[config.mk]
export PLATFORM = sky130hd
export DESIGN_NAME = io_input_cond
export DESIGN_NICKNAME = d
export VERILOG_FILES = /design/src/rtl/io_cond_pkg.sv /design/src/rtl/btn_debounce.sv /design/src/rtl/io_input_cond.sv
export SDC_FILE = /design/constraint.sdc
export NUM_CORES = 1
export LEC_CHECK = 0
export BUFFER_PORTS_ARGS = -buffer_cell sky130_fd_sc_hd__buf_2
export CAP_MARGIN = 5
export CORE_MARGIN = 3
export CORE_UTILIZATION = 40
export CTS_BUF_LIST = sky130_fd_sc_hd__clkbuf_8
export DETAILED_ROUTE_END_ITERATION = 8
export GPL_TIMING_DRIVEN = 0
export PLACE_DENSITY = 0.64
export SYNTH_ARGS = -nofsm -noshare
export SYNTH_HDL_FRONTEND = slang
export SYNTH_SLANG_ARGS = --single-unit
[constraint.sdc]
create_clock -name clk_i -period 17.6 [get_ports clk_i]
set_input_delay 2.64 -clock clk_i [delete_from_list [all_inputs] [get_ports clk_i]]
set_output_delay 2.64 -clock clk_i [all_outputs]
set_load 0.05 [all_outputs]
[src/rtl/io_cond_pkg.sv]
// Shared types and constants for the board input conditioning stage.
package io_cond_pkg;

    typedef enum logic [1:0] {
        IDLE         = 2'd0,
        PRESS_WAIT   = 2'd1,
        HELD         = 2'd2,
        RELEASE_WAIT = 2'd3
    } db_state_e;

    localparam int unsigned DEF_TICK_DIV = 50000;
    localparam int unsigned DEF_DB_TICKS = 10;
    localparam int unsigned SIM_TICK_DIV = 4;
    localparam int unsigned SIM_DB_TICKS = 3;
    localparam int unsigned SW_W         = 32;

    // Counter width that stays legal for a modulus of 1.
    function automatic int unsigned cnt_width(input int unsigned n);
        return (n > 1) ? $clog2(n) : 1;
    endfunction

endpackage

[src/rtl/btn_debounce.sv]
// One push-button debouncer: stable-tick counting FSM with registered level and edge pulses.
module btn_debounce
    import io_cond_pkg::*;
#(
    parameter int unsigned DB_TICKS = DEF_DB_TICKS
) (
    input  logic clk_i,
    input  logic rst_i,
    input  logic sync_i,
    input  logic tick_i,
    output logic btn_o,
    output logic press_o,
    output logic release_o
);

    localparam int unsigned   CW      = cnt_width(DB_TICKS);
    localparam logic [CW-1:0] CNT_MAX = CW'(DB_TICKS - 1);

    db_state_e     state_q;
    logic [CW-1:0] cnt_q;
    logic          btn_q;
    logic          press_q;
    logic          release_q;

    // An input change that drops out before the tick count completes aborts back.
    always_ff @(posedge clk_i or posedge rst_i) begin
        if (rst_i) begin
            state_q   <= IDLE;
            cnt_q     <= '0;
            btn_q     <= 1'b0;
            press_q   <= 1'b0;
            release_q <= 1'b0;
        end else begin
            press_q   <= 1'b0;
            release_q <= 1'b0;
            case (state_q)
                IDLE: begin
                    if (sync_i) begin
                        state_q <= PRESS_WAIT;
                        cnt_q   <= '0;
                    end
                end
                PRESS_WAIT: begin
                    if (!sync_i) begin
                        state_q <= IDLE;
                        cnt_q   <= '0;
                    end else if (tick_i) begin
                        if (cnt_q == CNT_MAX) begin
                            state_q <= HELD;
                            cnt_q   <= '0;
                            btn_q   <= 1'b1;
                            press_q <= 1'b1;
                        end else begin
                            cnt_q <= cnt_q + CW'(1);
                        end
                    end
                end
                HELD: begin
                    if (!sync_i) begin
                        state_q <= RELEASE_WAIT;
                        cnt_q   <= '0;
                    end
                end
                RELEASE_WAIT: begin
                    if (sync_i) begin
                        state_q <= HELD;
                        cnt_q   <= '0;
                    end else if (tick_i) begin
                        if (cnt_q == CNT_MAX) begin
                            state_q   <= IDLE;
                            cnt_q     <= '0;
                            btn_q     <= 1'b0;
                            release_q <= 1'b1;
                        end else begin
                            cnt_q <= cnt_q + CW'(1);
                        end
                    end
                end
                default: begin
                    state_q <= IDLE;
                    cnt_q   <= '0;
                end
            endcase
        end
    end

    assign btn_o     = btn_q;
    assign press_o   = press_q;
    assign release_o = release_q;

endmodule

[src/rtl/io_input_cond.sv]
// Board switch/button conditioning: polarity fix, 2-FF sync, tick prescaler,
// switch majority-of-two filter and per-button debouncers.
module io_input_cond
    import io_cond_pkg::*;
#(
    parameter int unsigned TICK_DIV       = DEF_TICK_DIV,
    parameter int unsigned DB_TICKS       = DEF_DB_TICKS,
    parameter bit          BTN_ACTIVE_LOW = 1'b1,
    parameter int unsigned NUM_BTN        = 4
) (
    input  logic               clk_i,
    input  logic               rst_i,
    input  logic [SW_W-1:0]    sw_async_i,
    input  logic [NUM_BTN-1:0] btn_async_i,
    output logic [SW_W-1:0]    io_sw_o,
    output logic [NUM_BTN-1:0] io_btn_o,
    output logic [NUM_BTN-1:0] btn_press_o,
    output logic [NUM_BTN-1:0] btn_release_o,
    output logic               tick_o
);

    localparam int unsigned   PW      = cnt_width(TICK_DIV);
    localparam logic [PW-1:0] PRE_MAX = PW'(TICK_DIV - 1);

    logic [NUM_BTN-1:0] btn_pol;
    logic [NUM_BTN-1:0] btn_meta_q;
    logic [NUM_BTN-1:0] btn_sync_q;
    logic [SW_W-1:0]    sw_meta_q;
    logic [SW_W-1:0]    sw_sync_q;
    logic [SW_W-1:0]    sw_prev_q;
    logic [SW_W-1:0]    sw_flt_q;
    logic [SW_W-1:0]    sw_flt_d;
    logic [SW_W-1:0]    sw_diff;
    logic [PW-1:0]      pre_q;
    logic [PW-1:0]      pre_d;
    logic               tick_q;

    // Everything downstream of this point treats 1 as pressed.
    assign btn_pol = BTN_ACTIVE_LOW ? ~btn_async_i : btn_async_i;

    always_ff @(posedge clk_i or posedge rst_i) begin
        if (rst_i) begin
            sw_meta_q  <= '0;
            sw_sync_q  <= '0;
            btn_meta_q <= '0;
            btn_sync_q <= '0;
        end else begin
            sw_meta_q  <= sw_async_i;
            sw_sync_q  <= sw_meta_q;
            btn_meta_q <= btn_pol;
            btn_sync_q <= btn_meta_q;
        end
    end

    // tick_q is high exactly while the prescaler sits at its terminal count.
    assign pre_d = (pre_q == PRE_MAX) ? '0 : pre_q + PW'(1);

    always_ff @(posedge clk_i or posedge rst_i) begin
        if (rst_i) begin
            pre_q  <= '0;
            tick_q <= 1'b0;
        end else begin
            pre_q  <= pre_d;
            tick_q <= (pre_d == PRE_MAX);
        end
    end

    // A switch bit is accepted only when two consecutive tick samples agree.
    assign sw_diff  = sw_sync_q ^ sw_prev_q;
    assign sw_flt_d = tick_q ? ((sw_sync_q & ~sw_diff) | (sw_flt_q & sw_diff)) : sw_flt_q;

    always_ff @(posedge clk_i or posedge rst_i) begin
        if (rst_i) begin
            sw_prev_q <= '0;
            sw_flt_q  <= '0;
        end else begin
            if (tick_q) begin
                sw_prev_q <= sw_sync_q;
            end
            sw_flt_q <= sw_flt_d;
        end
    end

    for (genvar g = 0; g < NUM_BTN; g++) begin : g_btn
        btn_debounce #(
            .DB_TICKS (DB_TICKS)
        ) u_db (
            .clk_i     (clk_i),
            .rst_i     (rst_i),
            .sync_i    (btn_sync_q[g]),
            .tick_i    (tick_q),
            .btn_o     (io_btn_o[g]),
            .press_o   (btn_press_o[g]),
            .release_o (btn_release_o[g])
        );
    end

    assign io_sw_o = sw_flt_q;
    assign tick_o  = tick_q;

endmodule
## Word level (Yosys, flattened, before mapping)

Index checks and enable logic that the tools add are counted.

| operators by class | value |
|---|---|
| bitwise operators | 6 |
| eq/ne operators | 66 |
| multiplexer cells | 117 |
| add/subtract/negate cells | 5 |
| reduce and logical (&&, ||, !) cells | 20 |

Operators by type and width:

| kind | number |
|---|---|
| $mux 4 | 24 |
| $and 32x32->32 | 2 |
| $mux 2 | 32 |
| $pmux 4 s4 | 4 |
| $mux 1 | 48 |
| $ne 2x2->1 const B | 24 |
| $eq 16x16->1 const B | 2 |
| $not 32->32 | 1 |
| $or 32x32->32 | 1 |
| $pmux 2 s4 | 4 |
| $xor 32x32->32 | 1 |
| $reduce_and 7->1 | 4 |
| $ne 3x2->1 const B | 8 |
| $ne 3x3->1 const B | 8 |
| $reduce_and 6->1 | 4 |
| $add 16x1->16 const B | 1 |
| $add 4x1->4 const B | 4 |
| $eq 2x2->1 const B | 8 |
| $eq 4x4->1 const B | 4 |
| $mux 16 | 1 |
| $ne 2x1->1 const B | 8 |
| $eq 2x1->1 const B | 4 |
| $logic_not 2->1 | 4 |
| $pmux 1 s2 | 4 |
| other kinds (3) | 9 |

| word-level totals | value |
|---|---|
| register bits | 189 |

## Depth between registers and ports, before layout

Gate-level depths: netlist (run 1).

| depth | value |
|---|---|
| depth after elaboration | 5 |
| mapped depth | 7 |
| gate-level depth less buffers | 7 |

## Cells and area by module

A second synthesis (run 1) with hierarchy kept.

| second synthesis, totals | value |
|---|---|
| cell total of the unflattened synthesis | 584 |
| area total of the unflattened synthesis | 7243.2 um^2 |

Modules (own cells, without submodules):

| module | times used | cells an instance | area an instance (um^2) |
|---|---|---|---|
| io_input_cond | 1 | 396 | 5371.4 |
| btn_debounce | 4 | 47 | 467.9 |

## Worst setup path before layout (run 1)

Ideal clock, no wire load.

| path | value |
|---|---|
| kind | register to output |
| from | register with a tool-made name |
| to | output port io_sw_o[0] |
| setup slack | 14345 ps |
| data required time | 14960 ps |
| buffers on the path | 0 |
| arrival time | 615 ps |
| cell stages (with the launch flop) | 1 |
| cell sequence | dfrtp_1 |

RTL lines:

| item | RTL line | source |
|---|---|---|
| end: declaration | io_input_cond.sv:15 | `output logic [SW_W-1:0] io_sw_o,` |

## Worst setup path in the final report (run 1)

| path | value |
|---|---|
| from | register g_btn[0].u_db.btn_q |
| to | output port io_btn_o[0] |

RTL lines:

| item | RTL line | source |
|---|---|---|
| start: declaration | btn_debounce.sv:21 | `logic btn_q;` |
| start signal: assignment | btn_debounce.sv:30 | `btn_q <= 1'b0;` |
| start signal: assignment | btn_debounce.sv:51 | `btn_q <= 1'b1;` |
| start signal: assignment | btn_debounce.sv:72 | `btn_q <= 1'b0;` |
| end: declaration | io_input_cond.sv:16 | `output logic [NUM_BTN-1:0] io_btn_o,` |

No word-level cell between the ends.

==> results of run 1 <==
[final cells by class]
cell class / count / area, µm² / area share
flip-flops and latches: 189 / 4730 / 0.5659
multi-input cells: 350 / 2290 / 0.2740
repair buffers: 83 / 437.9 / 0.05240
well taps: 225 / 281.5 / 0.03368
clock buffers: 19 / 261.5 / 0.03129
plain buffers: 32 / 177.7 / 0.02126
clock inverters: 12 / 123.9 / 0.01482
inverters: 13 / 56.30 / 0.006737
[stage by stage]
step / hold WS, ns / util / instances / power (mW)
final: 0.3468 / 0.4766 / 923 / 0.7429
after global routing: 0.3594 / 0.4766 / 923 / 0.7768
after CTS: 0.3476 / 0.4766 / 923 / 0.7550
after detailed placement: 0.3347 / 0.4546 / 892 / 0.4745
after global placement: 0.3315 / 0.4526 / 891 / 0.4725
after floorplan: 0.3312 / - / 584 / 0.4649
[synth_stat cells (9+ instances only)]
cell type,number,share of area
o21ai_0,14,0.0097
nand3_1,15,0.010
nor2_1,56,0.029
ha_1,9,0.016
mux2_2,35,0.054
dfrtp_1,189,0.65
xnor2_1,20,0.024
buf_4,12,0.012
inv_1,13,0.0067
nand2b_1,35,0.030
nor3b_1,9,0.0093
nand2_1,32,0.017
a21oi_1,70,0.048
clkbuf_1,11,0.0057
[worst reg2reg max path, cell delays in order (launching register included)]
cell      delay [ns]
dfrtp_1         0.36
buf_2           0.25
clkbuf_1        0.57
clkbuf_1        0.50
a21oi_1         0.13
nor2_1          0.13
[metal layers]
metal,up-vias,track usage,share of wire
met5,-,0,0
met4,0,0.05456,0.017
met3,20,0.04104,0.039
met2,81,0.2407,0.51
met1,2262,0.1806,0.43
li1,2178,-,-
[layout by cell type, fill, tap and decap left out, drive strengths merged, types with 3 or more instances in the layout]
cell type / count
a21oi: 70
and4b: 4
buf: 104
clkbuf: 30
clkinv: 6
dfrtp: 189
ha: 9
inv: 15
mux2: 35
mux2i: 4
nand2: 32
nand2b: 35
nand3: 16
nand4: 10
nor2: 57
nor3b: 9
o21ai: 14
o21bai: 3
o22ai: 5
xnor2: 20
xor2: 7
[kinds of logic after synthesis]
group / after synthesis
AOI/OAI and AO/OA: 99
xor gates and xnor gates: 27
adders and majority gates: 9
buffers and inverters: 45
DFF: 189
muxes: 39
and+or+nand+nor: 176
[final timing paths]
kind | from | endpoint | cells past startpoint
min in group asynchronous | rst_i | sw_meta_q[1] | 2
min | sw_meta_q[1] | sw_sync_q[1] | 0
max | g_btn[0].u_db.btn_o | io_btn_o[0] | 2
max in group asynchronous | rst_i | async pin | 3
min reg2reg | sw_meta_q[1] | sw_sync_q[1] | 0
max reg2reg | tick_o | register | 5
[where the power goes]
group          leakage, nW  switching (mW)  internal, mW
sequential            2.45         0.00436         0.443
combinational         1.23          0.0120       0.00585
clock                0.200           0.146         0.132
total                 3.88           0.163         0.580
==> qor.yml, run 1 <==
status:
  status: "completed"
synthesis:
  synthFlopType: "dfrtp_1"
  ys_ff_latch: 189
  syn_inst: 584
  synth_xor_area_frac: 0.03264
  synth_compound_area_frac: 0.07356
  async_reset_ff_frac: 1.000
  synth_nets: 631
  syn_area_um2: 7246
  ys_types: 43
  synthSimpleGateAreaFrac: 0.1343
  ys_seq_area_frac: 0.6527
  synth.avg_cell_area_um2: 12.41
  synth_top_family_by_area: "simple AND/OR/NAND/NOR gates"
  ys_warn_count: 0
  synth_edf_count: 0
  synth_fa_ha_area_frac: 0.01554
  synth_mux_area_frac: 0.05992
timing:
  setup_slack_ns: 13.77
  period_needed_ns: 3.828
  timing.fmax_ghz: 0.2613
  slew_headroom: 0.5113
  hold_viol_final: 0
  slew_viol_final: 0
  rsz0062_at_grt: "no"
  tns_ns: 0
  finalClockSkew_ns: 0.01114
  worst_slew_pin_slew_ns: 0.7331
  fin_crit_sh: 0.2175
  setup_viol: 0
floorplanning:
  start_util: 0.4132
  core_um2: 17540
  core.rowCount: 48
  die_y_um: 140.6
  die_w_um: 140.6
  dieArea_um2: 19770
  num_io_pins: 83
grt:
  grt.overflow.total: 0
  grt_usage: 0.1447
  grt_max_degree: 109
  grt_pass1_wl_um: 22890
  grt_pass1_vias: 4687
  antenna_found_initial: 0
pwr:
  p_leak_nw: 3.881
  vdd_drop_max_mv: 0.04471
  power-per-cell-area_nw_per_um2: 88.89
route:
  drtIter0Drc: 324
  antenna_left: 0
  dr.pass1.iters: 4
  finalWirelength_um: 13510
  vias: 4541
  post-route-drc-count: 0
  vias_per_cell: 4.920
  avgRoutedWirePerCell_um: 14.64
placement:
  gp_congestion: 0.8102
  dp_hpwl_um: 9128
  io_buffers: 82
  postPlaceCellArea_um2: 7973
  dpl_worst_slack_ns: 13.90
critical_path:
  r2r_slack_ns: 15.59
  crit_slowest_cell: "dfrtp_1"
  startpoint_type: "register"
  crit_path_max_incr_delay_ns: 0.39
  arrival_ns: 1.19
  path_buf_inv: 2
  path_class: "register to output port"
  path_cells: "buf_4, buf_2"
  cp_top_family: "flip-flops"
  critPathRequiredTime_ns: 14.96
  cp_max_fo: 3
  cp-end-kind: "output port"
clocking:
  cts.sinks: 189
  cts-resized-gates: 0
  clk_pin_slew_worst_paths_ns: 0.09
  postCtsSetupBuffers: 0
  cts_hold_buf: 0
  clk_path_buf_depth: 2
  root_buffer: "clkbuf_8"
  cts_tree: "built"
  htreeDepth: 4
  clk_latency_ns: 0.45
  cts_buffers: 17
flow_run:
  maxCapViolCount: 0
cells_and_area:
  area_growth_pct: 15.35
  drive_gt1_frac: 0.2479
  final_area_um2: 8358
  nets: 733
  n_antenna_cell: 0
  fillers: 1594
min_path:
  min_path_type: "register to register"
(Power assumes the default switching activity.)
==> run 2: changes to the inputs <==
==> constraint.sdc (replaced) <==
create_clock -name clk_i -period 3.7 [get_ports clk_i]
set_input_delay 0.555 -clock clk_i [delete_from_list [all_inputs] [get_ports clk_i]]
set_output_delay 0.555 -clock clk_i [all_outputs]
set_load 0.05 [all_outputs]
==> run 2 against run 1 <==
Against the previous run:
- sequential cell count unchanged
- clock skew increased by 0.0018 ns
- sequential share of layout area decreased by 0.22 points
- non-clock buffer count increased by 3
- design area increased by 0.39%
- critical path depth increased by 3
- largest cell class unchanged
- count of clock-buffer cells in the layout decreased by 1
- first-iteration DRC count decreased by 36%
- highest routed layer unchanged
- clock power increased to 4.6 times the previous value
- global-route usage increased by 0.35 points
- sequential power increased to 4.8 times the previous value
- power increased to 4.7 times the previous value
==> qor.yml, run 2 (synthesis results as in run 1) <==
status:
  status: "completed"
floorplanning:
  num_io_pins: 83  # unchanged
  core_um2: 17540  # unchanged
  core.rowCount: 48  # unchanged
  die_y_um: 140.6  # unchanged
  die_w_um: 140.6  # unchanged
  start_util: 0.4132  # unchanged
  dieArea_um2: 19770  # unchanged
timing:
  finalClockSkew_ns: 0.01293  # +0.001792 ns
  fin_crit_sh: 0.5800
  slew_viol_final: 0  # unchanged
  worst_slew_pin_slew_ns: 0.7432  # +0.01015 ns
  period_needed_ns: 2.146
  timing.hold.ws_ns: 0.1869  # -0.1599 ns
  setup_slack_ns: 1.554  # -12.22 ns
  hold_viol_final: 0  # unchanged
  rsz0062_at_grt: "no"
  slew_headroom: 0.5035  # -0.007811
  timing.fmax_ghz: 0.4660
  tns_ns: 0  # unchanged
  setup_viol: 0  # unchanged
clocking:
  clk_pin_slew_worst_paths_ns: 0.10  # about the same
  cts-resized-gates: 0  # unchanged
  cts_tree: "built"
  htreeDepth: 4  # unchanged
  root_buffer: "clkbuf_8"
  clk_path_buf_depth: 2  # unchanged
  postCtsSetupBuffers: 0  # unchanged
  cts.sinks: 189  # unchanged
  cts_buffers: 17  # unchanged
  clk_latency_ns: 0.46  # about the same
  cts_hold_buf: 0  # unchanged
cells_and_area:
  n_antenna_cell: 0  # unchanged
  layout_common_cells: "189 x dfrtp_1, 86 x buf_2, 70 x a21oi_1, 56 x nor2_1"
  drive_gt1_frac: 0.2521  # +0.004286
  nets: 736  # +0.41%
  fillers: 1582  # -0.75%
  area_growth_pct: 15.80
  final_common_cell: "dfrtp_1"
  multiInputGateArea_um2: 2290  # unchanged
  seq_area_um2: 4730  # unchanged
placement:
  dp_hpwl_um: 9481  # +3.9%
  dpl_worst_slack_ns: 1.499  # -12.40 ns
  io_buffers: 82  # unchanged
  gp_congestion: 0.7926  # -2.2%
min_path:
  whs_path_depth: 1  # +1
  min_path_type: "input port to register"
pwr:
  vdd_drop_max_mv: 0.2222  # +400%
  p_leak_nw: 3.897  # +0.39%
  power-per-cell-area_nw_per_um2: 416.0  # +370%
grt:
  grt_pass1_wl_um: 23420  # +2.3%
  use_met2: 0.2455  # +0.004788
  grt_max_degree: 45  # -59%
  use_met3: 0.04579  # +0.004749
  grt_pass1_vias: 4753  # +1.4%
  grt.overflow.total: 0  # unchanged
  grtUsageMet1: 0.1864  # +0.005808
  antenna_found_initial: 0  # unchanged
  grt_usage: 0.1482  # +0.003459
  gr-max-usage-layer: "met2"
critical_path:
  path_cells: "buf_2, clkbuf_1, clkbuf_1, a21oi_1, nor2_1"
  cpMostUsedCell: "clkbuf_1"
  reg2reg_depth: 5  # unchanged
  startpoint_type: "register"
  cp_max_fo: 10  # +7
  path_class: "register to register"
  cp_top_family: "buffers and inverters"
  crit_path_max_incr_delay_ns: 0.54  # +0.15 ns
  cp_num_cells: 5  # +3
  critPathRequiredTime_ns: 4.08  # -10.88 ns
  path_buf_inv: 3  # +1
  cp-end-kind: "register"
  crit_slowest_cell: "clkbuf_1"
  arrival_ns: 2.53  # +1.34 ns
route:
  drtIter0Drc: 207  # -36%
  post-route-drc-count: 0  # unchanged
  vias: 4634  # +2.0%
  avgRoutedWirePerCell_um: 14.98  # +2.3%
  vias_per_cell: 4.999  # +1.6%
  antenna_left: 0  # unchanged
  dr.pass1.iters: 4  # unchanged
  finalWirelength_um: 13890  # +2.8%
flow_run:
  maxCapViolCount: 0  # unchanged
run 2: cell types whose count changed in the layout (fill, tap and decap cells not counted):
cell       change
buf_12         +4
buf_16         -1
bufinv_16      -1
clkbuf_8       -1
clkinv_4       +1
inv_6          +3
inv_8          -1
run 2: worst paths after layout:
path / startpoint / endpoint / slack, ns
max: tick_o / register / 1.55
min: sw_async_i[15] / sw_meta_q[15] / 0.19
max reg2reg: tick_o / register / 1.55
min reg2reg: sw_meta_q[27] / sw_sync_q[27] / 0.36
max in group asynchronous: rst_i / sw_meta_q[7] / 2.56
min in group asynchronous: rst_i / sw_prev_q[23] / 0.21
run 2: routing by layer:
layer / routed length, µm / part of all wire
met1: 6210 / 0.45
met2: 6893 / 0.50
met3: 587 / 0.042
met4: 195 / 0.014
met5: 0 / 0
run 2: layout make-up:
| cell class | instances | area share |
|---|---|---|
| sequential | 189 | 0.5637 |
| multi-input combinational | 350 | 0.2729 |
| timing repair buffer | 86 | 0.05846 |
| tap | 225 | 0.03355 |
| clock buffer | 18 | 0.02953 |
| buffer | 32 | 0.02118 |
| clock inverter | 14 | 0.01446 |
| inverter | 13 | 0.006263 |
run 2: power by group:
group	leakage, nW	switching [mW]	internal [mW]
Sequential	2.45	0.0221	2.11
Clock	0.196	0.720	0.552
Combinational	1.25	0.0580	0.0332
Total	3.90	0.800	2.69
run 2: per-stage QoR:
stage | util | area, µm² | power (mW) | std cells
after floorplan | - | 7249 | 2.212 | 584
after global placement | 0.4528 | 7941 | 2.248 | 891
after detailed placement | 0.4574 | 8021 | 2.264 | 895
after CTS | 0.4785 | 8391 | 3.541 | 927
after global routing | 0.4785 | 8391 | 3.651 | 927
final | 0.4785 | 8391 | 3.490 | 927
==> run 3: changes to the inputs <==
--- a/config.mk
+++ b/config.mk
@@ -5,6 +5,7 @@
 export SDC_FILE = /design/constraint.sdc
 export NUM_CORES = 1
 export LEC_CHECK = 0
+export ABC_AREA = 1
 export BUFFER_PORTS_ARGS = -buffer_cell sky130_fd_sc_hd__buf_2
 export CAP_MARGIN = 5
 export CORE_MARGIN = 3
@@ -12,7 +13,7 @@
 export CTS_BUF_LIST = sky130_fd_sc_hd__clkbuf_8
 export DETAILED_ROUTE_END_ITERATION = 8
 export GPL_TIMING_DRIVEN = 0
-export PLACE_DENSITY = 0.64
+export PLACE_DENSITY = 0.66
 export SYNTH_ARGS = -nofsm -noshare
 export SYNTH_HDL_FRONTEND = slang
 export SYNTH_SLANG_ARGS = --single-unit
==> constraint.sdc (replaced) <==
create_clock -name clk_i -period 1.9 [get_ports clk_i]
set_input_delay 0.285 -clock clk_i [delete_from_list [all_inputs] [get_ports clk_i]]
set_output_delay 0.285 -clock clk_i [all_outputs]
set_load 0.05 [all_outputs]
==> run 3 against run 2 <==
Against the previous run:
- sequential share of layout area down 2.5 points
- clock skew up 0.0050 ns
- critical path depth down 1
- hold slack better by 0.17 ns
- count of clock-buffer cells in the layout down 1
- first-iteration DRC count down 11%
- non-clock buffer count up 34
- via count up 9.6%
- power up 110%
==> qor.yml, run 3 <==
cells_and_area:
  final_common_cell: "nand2_1"
  fillers: 1565  # -1.1%
  multiInputGateArea_um2: 2079  # -9.2%
  n_antenna_cell: 0  # unchanged
  nets: 896  # +22%
  seq_area_um2: 4730  # unchanged
  drive_gt1_frac: 0.1752  # -0.07696
  post-route-util: 0.5028  # +0.02434
  layout.cells.non_filler: 1087  # +17%
  layout_common_cells: "200 x nand2_1, 189 x dfrtp_1, 83 x buf_2, 59 x inv_1, 56 x nor2_1"
  area_growth_pct: 22.10
synthesis:
  ys_warn_count: 0  # unchanged
  synth_area_leaders: "dfrtp_1 66%, nand2_1 10%, o211ai_1 3.3%"
  synth_top_area_frac: 0.6572  # +0.004426
  yosysMostFrequentCell: "nand2_1"
  synth_nets: 753  # +19%
  synthFlopType: "dfrtp_1"
  ys_ff_latch: 189  # unchanged
  netlist_top_cells_count: "200 x nand2_1, 189 x dfrtp_1, 60 x inv_1, 56 x nor2_1, 45 x o21ai_0"
  post-synth-top-area-cell: "dfrtp_1"
  ys_seq_area_frac: 0.6572  # +0.004426
  syn_inst: 706  # +21%
  ys_types: 33  # -23%
  syn_area_um2: 7197  # -0.67%
  synth_edf_count: 0  # unchanged
  async_reset_ff_frac: 1.000  # unchanged
  synth.avg_cell_area_um2: 10.19  # -18%
route:
  routed.top_layer: "met4"
  vias_per_cell: 4.672  # -6.5%
  post-route-drc-count: 0  # unchanged
  finalWirelength_um: 13710  # -1.3%
  wl_met2_um: 6555  # -4.9%
  avgRoutedWirePerCell_um: 12.61  # -16%
  antenna_left: 0  # unchanged
  dr.pass1.iters: 7  # +3
  met1_length_um: 6453  # +3.9%
  vias: 5079  # +9.6%
  drtIter0Drc: 184  # -11%
  dr_wl_met3_um: 429  # -27%
floorplanning:
  die_w_um: 140.1  # -0.32%
  core.rowCount: 48  # unchanged
  num_io_pins: 83  # unchanged
  dieArea_um2: 19640  # -0.65%
  start_util: 0.4118  # -0.001372
  die_y_um: 140.1  # -0.32%
  core_um2: 17480  # -0.34%
grt:
  grt_usage: 0.1514  # +0.003220
  antenna_found_initial: 0  # unchanged
  grt_max_degree: 38  # -16%
  grt_pass1_vias: 5074  # +6.8%
  grt_pass1_wl_um: 24070  # +2.8%
  grt.overflow.total: 0  # unchanged
critical_path:
  path_class: "register to register"
  path_cells: "clkbuf_1, clkbuf_1, o211ai_1, nand2_1"
  crit_path_max_incr_delay_ns: 0.49  # -0.05 ns
  crit_slowest_cell: "clkbuf_1"
  cpMostUsedCell: "clkbuf_1"
  cp-end-kind: "register"
  cp_max_fo: 10  # unchanged
  arrival_ns: 2.08  # -0.45 ns
  critPathRequiredTime_ns: 2.31  # -1.77 ns
  startpoint_type: "register"
placement:
  dp_cells: 1018  # +14%
  dp_hpwl_um: 9552  # +0.74%
  io_buffers: 82  # unchanged
  gp_congestion: 0.8394  # +5.9%
pwr:
  power_mw: 7.470  # +110%
  vdd_drop_max_mv: 0.4691  # +110%
  p_leak_nw: 4.608  # +18%
  power-per-cell-area_nw_per_um2: 850.1  # +100%
timing:
  slew_headroom: 0.6127  # +0.1092
  hold_viol_final: 0  # unchanged
  fin_crit_sh: 0.8819  # +0.3020
  worst_slew_pin_slew_ns: 0.5810  # -0.1622 ns
  slew_viol_final: 0  # unchanged
  finalClockSkew_ns: 0.01793  # +0.004999 ns
  setup_viol: 0  # unchanged
  rsz0062_at_grt: "no"
  timing.fmax_ghz: 0.5968  # +28%
  period_needed_ns: 1.676  # -0.4702 ns
  timing.hold.ws_ns: 0.3559  # +0.1690 ns
clocking:
  cts.sinks: 189  # unchanged
  cts_tree: "built"
  htreeDepth: 4  # unchanged
  clk_latency_ns: 0.48  # +0.02 ns
  clk_path_buf_depth: 2  # unchanged
  root_buffer: "clkbuf_8"
  cts_buffers: 17  # unchanged
  clk_pin_slew_worst_paths_ns: 0.10  # about the same
status:
  status: "completed"
flow_run:
  maxCapViolCount: 0  # unchanged
min_path:
  min_path_type: "register to register"
run 3: cell count changes after synthesis, moves of 5 or more:
cell and delta:
nand3_1 +6, inv_1 +47, o21ai_1 +5, xnor2_1 -18
o211ai_1 +32, nor3b_1 -9, a21oi_1 -62, o21ai_0 +31
mux2_2 -35, nand2_1 +168, nand2b_1 -35
run 3: layout make-up:
class | instances | area share
flip-flops and latches | 189 | 0.5382
multi-input cells | 426 | 0.2367
repair buffers | 124 | 0.1002
well taps | 225 | 0.03204
inverters | 63 | 0.02734
clock buffers | 17 | 0.02663
clock inverters | 15 | 0.02136
plain buffers | 28 | 0.01751
run 3: what timing repair did:
| action | CTS | global route |
|---|---|---|
| setup buffers | 0 | 0 |
| gates resized for setup | 0 | 4 |
| hold buffers | 37 | 0 |
| endpoints found under the setup margin | 0 | 12 |
| endpoints found under the hold margin | 54 | 0 |
run 3: where the power goes:
group | internal, mW | leakage, nW | switching, mW
combinational | 0.213 | 1.96 | 0.368
clock | 1.01 | 0.205 | 1.61
sequential | 4.17 | 2.45 | 0.0992
run 3: metal layers:
| layer | global-route usage | vias to the layer above |
|---|---|---|
| met3 | 0.03107 | 20 |
| met5 | 0 | - |
| li1 | - | 2559 |
| met1 | 0.2053 | 2419 |
| met2 | 0.2423 | 81 |
| met4 | 0.05711 | 0 |
run 3: stage by stage:
| step | setup WS, ns | cell area (µm²) | setup TNS (ns) |
|---|---|---|---|
| after floorplan | -0.8195 | 7201 | -154.88 |
| after global placement | -1.967 | 7893 | -368.86 |
| after detailed placement | 0.1560 | 7993 | 0 |
| after CTS | 0.1182 | 8785 | 0 |
| after global routing | 0.01397 | 8787 | 0 |
| final | 0.2244 | 8787 | 0 |
run 3: kinds of logic (layout without fill, tap and decap cells):
| group | after synthesis | after routing | synth area share |
|---|---|---|---|
| adders and majority gates | 9 | 9 | 0.01565 |
| xor gates and xnor gates | 9 | 9 | 0.01095 |
| DFF | 189 | 189 | 0.6572 |
| buffers and inverters | 91 | 247 | 0.05389 |
| muxes | 1 | 1 | 0.001391 |
| and+or+nand+nor | 308 | 308 | 0.1773 |
| AOI/OAI and AO/OA | 99 | 99 | 0.08362 |
run 3: final timing paths:
path | startpoint | endpoint | slack (ns) | depth (start not counted)
setup / recovery | tick_o | register | 0.22 | 4
hold / removal | sw_meta_q[19] | sw_sync_q[19] | 0.36 | 0
setup reg to reg | tick_o | register | 0.22 | 4
hold reg to reg | sw_meta_q[19] | sw_sync_q[19] | 0.36 | 0
max in group asynchronous | rst_i | async pin | 0.76 | 5
min in group asynchronous | rst_i | g_btn[0].u_db.btn_o | 0.37 | 3
run 3: critical path, delay by kind of cell (launching register included):
| family | cells | cell delay, ns |
|---|---|---|
| buffers and inverters | 2 | 0.96 |
| flip-flops | 1 | 0.39 |
| AO/OA/AOI/OAI | 1 | 0.17 |
| AND/OR/NAND/NOR | 1 | 0.08 |
